## config.mk

```make
export PLATFORM = sky130hd
export DESIGN_NAME = mac_job_sequencer
export DESIGN_NICKNAME = d
export VERILOG_FILES = /design/src/rtl/mac_job_sequencer_pkg.sv /design/src/rtl/mac_job_sequencer.sv
export SDC_FILE = /design/constraint.sdc
export NUM_CORES = 1
export LEC_CHECK = 0
export BUFFER_PORTS_ARGS = -buffer_cell sky130_fd_sc_hd__buf_2
export CAP_MARGIN = 20
export CORE_AREA = 5 5 134 136
export CTS_CLUSTER_SIZE = 12
export DETAILED_ROUTE_END_ITERATION = 8
export DIE_AREA = 0 0 139 141
export GPL_ROUTABILITY_DRIVEN = 0
export GPL_TIMING_DRIVEN = 0
export PLACE_DENSITY_LB_ADDON = 0.12
export SLEW_MARGIN = 15
export SYNTH_ARGS = -nofsm -noshare
export SYNTH_HDL_FRONTEND = slang
export SYNTH_SLANG_ARGS = --single-unit
```

## constraint.sdc

```tcl
create_clock -name clk -period 5.93 [get_ports clk]
set_input_delay 1.4825 -clock clk [delete_from_list [all_inputs] [get_ports clk]]
set_output_delay 1.4825 -clock clk [all_outputs]
set_load 0.02 [all_outputs]
```

## src/rtl/mac_job_sequencer_pkg.sv

```systemverilog
// Shared constants for the MAC job sequencer: cluster operand/accumulator widths,
// mode encodings, sequencer state encodings and a mode-legality helper.
package mac_job_sequencer_pkg;

    localparam int MAC_MIN_WIDTH  = 8;
    localparam int MAC_ACC_WIDTH  = 16;
    localparam int MAC_CONF_WIDTH = 3;
    localparam int MAC_ACC_BIT    = MAC_CONF_WIDTH - 1;

    typedef logic [MAC_CONF_WIDTH-2:0] mac_mode_t;

    localparam mac_mode_t MAC_SINGLE = 2'd0;
    localparam mac_mode_t MAC_DUAL   = 2'd1;
    localparam mac_mode_t MAC_QUAD   = 2'd2;

    localparam logic [1:0] SEQ_IDLE  = 2'd0;
    localparam logic [1:0] SEQ_BUSY  = 2'd1;
    localparam logic [1:0] SEQ_DRAIN = 2'd2;
    localparam logic [1:0] SEQ_DONE  = 2'd3;

    function automatic logic mode_is_legal(input mac_mode_t mode);
        case (mode)
            MAC_SINGLE, MAC_DUAL, MAC_QUAD: return 1'b1;
            default:                        return 1'b0;
        endcase
    endfunction

endpackage

```

## src/rtl/mac_job_sequencer.sv

```systemverilog
// Job-level controller in front of mac_cluster: accepts one dot-product job,
// streams its operand beats (clearing on the first issue), waits for the
// cluster pipeline to drain and presents the accumulators as a result.
module mac_job_sequencer
    import mac_job_sequencer_pkg::*;
#(
    parameter int LEN_W   = 16,
    parameter int MAC_LAT = 2
) (
    input  logic                                      clk,
    input  logic                                      rst,
    input  logic                                      cmd_valid,
    output logic                                      cmd_ready,
    input  logic [MAC_CONF_WIDTH-2:0]                 cmd_mode,
    input  logic [LEN_W-1:0]                          cmd_len,
    input  logic                                      op_valid,
    output logic                                      op_ready,
    input  logic [4*MAC_MIN_WIDTH-1:0]                op_a,
    input  logic [4*MAC_MIN_WIDTH-1:0]                op_b,
    output logic                                      res_valid,
    input  logic                                      res_ready,
    output logic [4*MAC_ACC_WIDTH-1:0]                res_data,
    output logic                                      res_err,
    output logic                                      mac_rst,
    output logic                                      mac_en,
    output logic [4*MAC_MIN_WIDTH-1:0]                mac_a,
    output logic [4*MAC_MIN_WIDTH-1:0]                mac_b,
    output logic [4*MAC_ACC_WIDTH+MAC_CONF_WIDTH-1:0] mac_cfg,
    input  logic [4*MAC_ACC_WIDTH-1:0]                mac_out
);

    localparam int              DRN_W    = (MAC_LAT > 1) ? $clog2(MAC_LAT) : 1;
    localparam logic [DRN_W-1:0] DRN_LOAD = DRN_W'(MAC_LAT - 1);

    logic [1:0]                 state_q, state_d;
    mac_mode_t                  mode_q, mode_d;
    logic [LEN_W-1:0]           rem_q, rem_d;
    logic                       first_q, first_d;
    logic                       err_q, err_d;
    logic [DRN_W-1:0]           drn_q, drn_d;
    logic                       acc_q, acc_d;
    logic [4*MAC_MIN_WIDTH-1:0] a_q, a_d;
    logic [4*MAC_MIN_WIDTH-1:0] b_q, b_d;
    logic                       op_ready_s;
    logic                       beat_s;

    assign op_ready_s = (state_q == SEQ_BUSY) && (rem_q != {LEN_W{1'b0}});
    assign beat_s     = op_ready_s && op_valid;

    // Next-state and next-issue logic; anything not explicitly issued is a hold issue.
    always_comb begin
        state_d = state_q;
        mode_d  = mode_q;
        rem_d   = rem_q;
        first_d = first_q;
        err_d   = err_q;
        drn_d   = drn_q;
        acc_d   = 1'b1;
        a_d     = {(4*MAC_MIN_WIDTH){1'b0}};
        b_d     = {(4*MAC_MIN_WIDTH){1'b0}};
        case (state_q)
            SEQ_IDLE: begin
                if (cmd_valid) begin
                    rem_d   = cmd_len;
                    first_d = 1'b1;
                    if (mode_is_legal(cmd_mode)) begin
                        mode_d  = cmd_mode;
                        err_d   = 1'b0;
                        state_d = SEQ_BUSY;
                    end else begin
                        err_d   = 1'b1;
                        state_d = SEQ_DONE;
                    end
                end else begin
                    state_d = SEQ_IDLE;
                end
            end
            SEQ_BUSY: begin
                // The first issue of a job clears, even when it carries no beat.
                acc_d   = ~first_q;
                first_d = 1'b0;
                if (beat_s) begin
                    a_d   = op_a;
                    b_d   = op_b;
                    rem_d = rem_q - LEN_W'(1);
                    if (rem_q == LEN_W'(1)) begin
                        state_d = SEQ_DRAIN;
                        drn_d   = DRN_LOAD;
                    end else begin
                        state_d = SEQ_BUSY;
                    end
                end else if (rem_q == {LEN_W{1'b0}}) begin
                    state_d = SEQ_DRAIN;
                    drn_d   = DRN_LOAD;
                end else begin
                    state_d = SEQ_BUSY;
                end
            end
            SEQ_DRAIN: begin
                if (drn_q == {DRN_W{1'b0}}) begin
                    state_d = SEQ_DONE;
                end else begin
                    drn_d = drn_q - DRN_W'(1);
                end
            end
            SEQ_DONE: begin
                if (res_ready) begin
                    state_d = SEQ_IDLE;
                    err_d   = 1'b0;
                end else begin
                    state_d = SEQ_DONE;
                end
            end
            default: begin
                state_d = SEQ_IDLE;
            end
        endcase
    end

    // State, counters and the registered cluster issue.
    always_ff @(posedge clk) begin
        if (rst) begin
            state_q <= SEQ_IDLE;
            mode_q  <= MAC_SINGLE;
            rem_q   <= {LEN_W{1'b0}};
            first_q <= 1'b0;
            err_q   <= 1'b0;
            drn_q   <= {DRN_W{1'b0}};
            acc_q   <= 1'b0;
            a_q     <= {(4*MAC_MIN_WIDTH){1'b0}};
            b_q     <= {(4*MAC_MIN_WIDTH){1'b0}};
        end else begin
            state_q <= state_d;
            mode_q  <= mode_d;
            rem_q   <= rem_d;
            first_q <= first_d;
            err_q   <= err_d;
            drn_q   <= drn_d;
            acc_q   <= acc_d;
            a_q     <= a_d;
            b_q     <= b_d;
        end
    end

    // Config word: initial-value fields stay zero, accumulate bit above the mode.
    always_comb begin
        mac_cfg                       = {(4*MAC_ACC_WIDTH+MAC_CONF_WIDTH){1'b0}};
        mac_cfg[MAC_CONF_WIDTH-2:0]   = mode_q;
        mac_cfg[MAC_ACC_BIT]          = acc_q;
    end

    assign cmd_ready = (state_q == SEQ_IDLE);
    assign op_ready  = op_ready_s;
    assign res_valid = (state_q == SEQ_DONE);
    assign res_data  = mac_out;
    assign res_err   = err_q;
    assign mac_rst   = rst;
    assign mac_en    = 1'b1;
    assign mac_a     = a_q;
    assign mac_b     = b_q;

endmodule

```

==> impl_metrics.tcl, run 1 <==
set metrics [dict create \
    h-tree-depth 3 \
    crit_path_start_kind "flip-flop" \
    syn_to_final_growth_pct 44.2 \
    rows 48 \
    ctsResizeCount 0 \
    synth_compound_gate_area_share_pct 11.6 \
    layout_common_cells "buf_2 (227), buf_4 (132), dfxtp_1 (88)" \
    fin_nets 926 \
    fin_crit_sh_pct 65.5 \
    syn-instance-count 473 \
    overflow 0 \
    cp_cell_sequence "clkbuf_2 -> inv_1 -> ha_1 -> nor3b_2 -> and2_1 -> a21oi_1 -> buf_2" \
    cts_root_buf "clkbuf_16" \
    slew_headroom_pct 44.8 \
    ys_seq_area_share_pct 40.4 \
    cts_sinks 88 \
    fillers 1792 \
    top_usage_layer "met2" \
    ys_warn_count 0 \
    slew_viol_final 0 \
    final_common_cell "buf_2" \
    synthAdderAreaFrac_pct 1.72 \
    fin_cells 999 \
    dp_hpwl_mm 12.7 \
    post_cts_buffers 0 \
    path_max_fanout 8 \
    drv_cap 0 \
    synth_ff_type "dfxtp_1" \
    firstDrtPassIters 5 \
    postRouteAntennaNets 0 \
    setup_viol_count_final 0 \
    cp_slowest_cell "nor3b_2" \
    port-buffer-count 222 \
    hp-class "flip-flop to flip-flop" \
    numCtsBuffers 9 \
    die_x_um 139 \
    synthMuxAreaShare_pct 0.717 \
    synth-edff-count 0 \
    insertedDiodeCount 0 \
    vias 4044 \
    dp.cells 983 \
    worstPathRequired_ps 4450 \
    start_util_pct 25.9 \
    met2_usage_pct 28.2 \
    rsz0062_at_grt "false" \
    path_class "flip-flop to primary output" \
    use_met1_pct 14.0 \
    fin_worst_skew_ps 7.54 \
    critPathArrivalTime_ps 2400 \
    antenna_found_initial 0 \
    fmax_mhz 258 \
    status "finished, final reports clean" \
    ios 352 \
    clock_path_buffers 2 \
    r2r_slack_ps 3450 \
    drive_above_1_share_pct 49.5 \
    total_power_uw 1660 \
    coreArea_mm2 0.0168 \
    wire_per_inst_um 15.1 \
    track_usage_pct 14.8 \
    grt_pass1_vias 4044 \
    drt-vias-per-instance 4.05 \
    finalHoldViolCount 0 \
    synth_xor_area_share_pct 0 \
    netlist_area_mm2 0.00436 \
    grt_start_max_net_pins 15 \
    wl_mm 15.1 \
    power_density_mw_per_mm2 263 \
    cts_hold_buffers 0 \
    async_flop_share_pct 0 \
    drc_errors 0 \
    die_y_um 141 \
    grt_pass1_wl_mm 22.8 \
    fin_crit_ps 3880 \
    p_leak_uw 0.00334 \
    clk_latency_ps 340 \
    critPathCaptureType "primary output" \
    vdd_ir_drop_max_mv 0.155 \
    synthSimpleGateAreaFrac_pct 20.1 \
    met3_usage_pct 7.19 \
    tns_ps 0 \
    synth_top_family_by_area "buffers and inverters" \
    dieArea_mm2 0.0196 \
    ys_ff_latch 88 \
    drt_iter0_markers 199 \
    avgSynthCellArea_um2 9.22 \
    worst_pin_slew_ps 822 \
    ys_types 52 \
    tritoncts "yes" \
    clk_pin_slew_ps 60 \
    slowest_delay_ps 450 \
]
[path summary, 6_finish.rpt]
path,cells past startpoint,to,start
worst min register to register,1,acc_q,first_q
worst min-delay path,1,acc_q,first_q
worst max register to register,8,mac_b[25],rem_q[0]
worst max-delay path,7,op_ready,rem_q[0]
[metrics by stage]
step	setup slack (ps)	util, %	cell area [um^2]	hold WS (ps)
2_1_floorplan	2830	-	4600	409
3_3_place_gp	2400	35.6	5990	426
3_5_place_dp	2450	35.6	5990	430
4_1_cts	2050	37.4	6290	449
5_1_grt	1910	37.4	6290	472
6_report	2050	37.4	6290	448
[Yosys cell counts, drive strengths merged (6+ instances only)]
| master | number | area share (%) |
|---|---|---|
| nor4 | 6 | 1.5 |
| buf | 138 | 23 |
| nor2b | 6 | 0.86 |
| and2 | 66 | 9.5 |
| ha | 6 | 1.7 |
| nand2 | 12 | 1.0 |
| nor3 | 10 | 1.1 |
| dfxtp | 88 | 40 |
| clkbuf | 16 | 1.4 |
| nand2b | 6 | 0.86 |
| a21oi | 14 | 1.6 |
| o311ai | 9 | 1.8 |
| nor2 | 25 | 2.2 |
| o31ai | 10 | 1.7 |
[cell type report]
cell class / instances / area [um^2] / area share (%)
Inverter: 6 / 22.5 / 0.358
Clock buffer: 12 / 246 / 3.92
Clock inverter: 4 / 51.3 / 0.816
Sequential cell: 88 / 1760 / 28.0
Tap cell: 225 / 282 / 4.48
Multi-Input combinational cell: 288 / 1730 / 27.6
Timing Repair Buffer: 222 / 1110 / 17.7
Buffer: 154 / 1080 / 17.2
[report_power, final]
part | internal [uW] | switching, uW
registers | 621 | 25.2
logic | 179 | 257
clock network | 339 | 236
[sequential cells by signal, indices dropped and copies added (netlist names)]
name,cells
acc_q,1
mac_a,32
mode_q,2
first_q,1
res_err,1
state_q,2
rem_q,16
drn_q,1
mac_b,32
[critical path: cells and delay by family (launching register included)]
kind,cells,cell delay (ps)
AND/OR/NAND/NOR,2,800
adder cells (fa/ha/maj),1,330
flip-flops,1,310
buffers and inverters,3,460
AO/OA/AOI/OAI,1,150
[per-layer routing]
| metal | vias to the layer above | wire length (um) | part of all wire, % |
|---|---|---|---|
| met5 | - | 0 | 0 |
| met4 | 0 | 361 | 2.4 |
| met3 | 23 | 1620 | 11 |
| met2 | 214 | 8350 | 55 |
| met1 | 1812 | 4740 | 31 |
| li1 | 1995 | - | - |
[logic make-up after synthesis]
group	Yosys count
compound gates	66
fa+ha+maj	6
buf+inv	160
flops	88
mux	3
other cells	2
simple gates	148
(Power assumes the default switching activity.)
==> run 2: changes to the inputs <==
--- a/config.mk
+++ b/config.mk
@@ -7,10 +7,10 @@
 export LEC_CHECK = 0
 export BUFFER_PORTS_ARGS = -buffer_cell sky130_fd_sc_hd__buf_2
 export CAP_MARGIN = 20
-export CORE_AREA = 5 5 134 136
+export CORE_AREA = 5 5 135 137
 export CTS_CLUSTER_SIZE = 12
 export DETAILED_ROUTE_END_ITERATION = 8
-export DIE_AREA = 0 0 139 141
+export DIE_AREA = 0 0 140 142
 export GPL_ROUTABILITY_DRIVEN = 0
 export GPL_TIMING_DRIVEN = 0
 export PLACE_DENSITY_LB_ADDON = 0.12
==> constraint.sdc (replaced) <==
create_clock -name clk -period 3.8 [get_ports clk]
set_input_delay 0.95 -clock clk [delete_from_list [all_inputs] [get_ports clk]]
set_output_delay 0.95 -clock clk [all_outputs]
set_load 0.02 [all_outputs]
==> run 2 against run 1 <==
Critical path type unchanged; flip-flop and latch count stayed put; clock-buffer cell count shrank 2; setup slack worse by 1600 ps; worst hold slack got worse by 10 ps; largest cell class unchanged; non-clock buffer count unchanged; via count fell by 1.3%; combinational power is 56% higher; clock power increased by 67%; total power increased by 60%; register-to-register slack worse by 2200 ps; core utilization shrank 0.13 points; highest routed layer is now met5.
==> impl_metrics.tcl, run 2 (synthesis gave the netlist of run 1 again) <==
set metrics [dict create \
    rows 48 \
    overflow 0 \
    rr_worst_depth 8 \
    fmax_mhz 298 \
    fillers 1789 \
    r2r-start "rem_q[0]" \
    cts_root_buf "clkbuf_16" \
    track_usage_pct 13.9 \
    dp_hpwl_mm 12.1 \
    clock_path_buffers 2 \
    rsz0062_at_grt "false" \
    cts_hold_buffers 0 \
    vias 3992 \
    syn_to_final_growth_pct 44.7 \
    drive_above_1_share_pct 49.6 \
    setup_ws_ps 441 \
    firstDrtPassIters 4 \
    wire_per_inst_um 14.6 \
    tns_ps 0 \
    path_class "flip-flop to primary output" \
    tritoncts "yes" \
    clk_pin_slew_ps 60 \
    critPathArrivalTime_ps 2410 \
    layout_common_cells "buf_2 (227), buf_4 (132), dfxtp_1 (88)" \
    hp-class "flip-flop to flip-flop" \
    drt-vias-per-instance 4.00 \
    die_x_um 140 \
    rr_endpoint "mac_b[25]" \
    drv_cap 0 \
    drt_iter0_markers 152 \
    ios 352 \
    fin_hold_ws_ps 438 \
    status "finished, final reports clean" \
    h-tree-depth 3 \
    cts_sinks 88 \
    design_area_mm2 0.00631 \
    setup_viol_count_final 0 \
    power_density_mw_per_mm2 420 \
    hold_end "acc_q" \
    path_max_fanout 8 \
    worst_pin_slew_ps 910 \
    grt_start_max_net_pins 16 \
    cp-startpoint "rem_q[0]" \
    critPathCaptureType "primary output" \
    slew_viol_final 0 \
    fin_crit_ps 3360 \
    finalHoldViolCount 0 \
    final_common_cell "buf_2" \
    fin_crit_sh_pct 88.4 \
    r2r_slack_ps 1290 \
    total_power_uw 2650 \
    post_cts_buffers 0 \
    placement.cell_area_mm2 0.00599 \
    p_leak_uw 0.00335 \
    crit_path_start_kind "flip-flop" \
    grt_pass1_wl_mm 21.7 \
    die_y_um 142 \
    fin_worst_skew_ps 11.5 \
    hold_depth 1 \
    fin_nets 926 \
    drc_errors 0 \
    wl_mm 14.6 \
    dp_slack_ps 838 \
    start_util_pct 25.8 \
    numCtsBuffers 9 \
    insertedDiodeCount 0 \
    antenna_found_initial 1 \
    clk_latency_ps 350 \
    holdCritStartpoint "first_q" \
    dieArea_mm2 0.0199 \
    worstPathRequired_ps 2850 \
    vdd_ir_drop_max_mv 0.249 \
    grt_pass1_vias 4122 \
    postRouteAntennaNets 0 \
    ctsResizeCount 0 \
    coreArea_mm2 0.0169 \
    port-buffer-count 222 \
    slew_headroom_pct 38.9 \
]
run 2: final cells by class:
| class | count | area [um^2] | share of cell area [%] |
|---|---|---|---|
| inverters | 6 | 22.5 | 0.357 |
| plain buffers | 154 | 1080 | 17.1 |
| repair buffers | 222 | 1110 | 17.6 |
| clock inverters | 6 | 91.3 | 1.45 |
| clock buffers | 10 | 229 | 3.63 |
| flip-flops and latches | 88 | 1760 | 27.9 |
| multi-input cells | 288 | 1730 | 27.5 |
| well taps | 225 | 282 | 4.46 |
run 2: per-stage QoR:
step / util (%) / cells
final: 37.3 / 999
after global routing: 37.3 / 999
after CTS: 37.3 / 999
after detailed placement: 35.4 / 983
after global placement: 35.4 / 983
after floorplan: - / 536
run 2: critical path, stage by stage (launching register included):
cell and delay [ps]:
dfxtp_1 310, clkbuf_2 160, inv_1 100, ha_1 360, nor3b_2 500, and2_1 340
a21oi_1 110, buf_2 190
run 2: how the worst max path moves through the flow:
stage / endpoint / depth (start not counted)
final: op_ready / 7
after global routing: op_ready / 7
after CTS: op_ready / 7
after floorplan: op_ready / 6
after global placement: op_ready / 7
after detailed placement: op_ready / 7
run 2: routing by layer:
metal  track usage (%)  vias up  wire length, um
li1                  -     1991                -
met1              13.7     1799             4650
met2              25.5      189             7990
met3              7.59       11             1770
met4              3.37        2              140
met5                 0        -               20
run 2: power by group:
part / switching [uW] / internal [uW]
clock network: 380 / 581
logic: 400 / 279
registers: 38.4 / 968
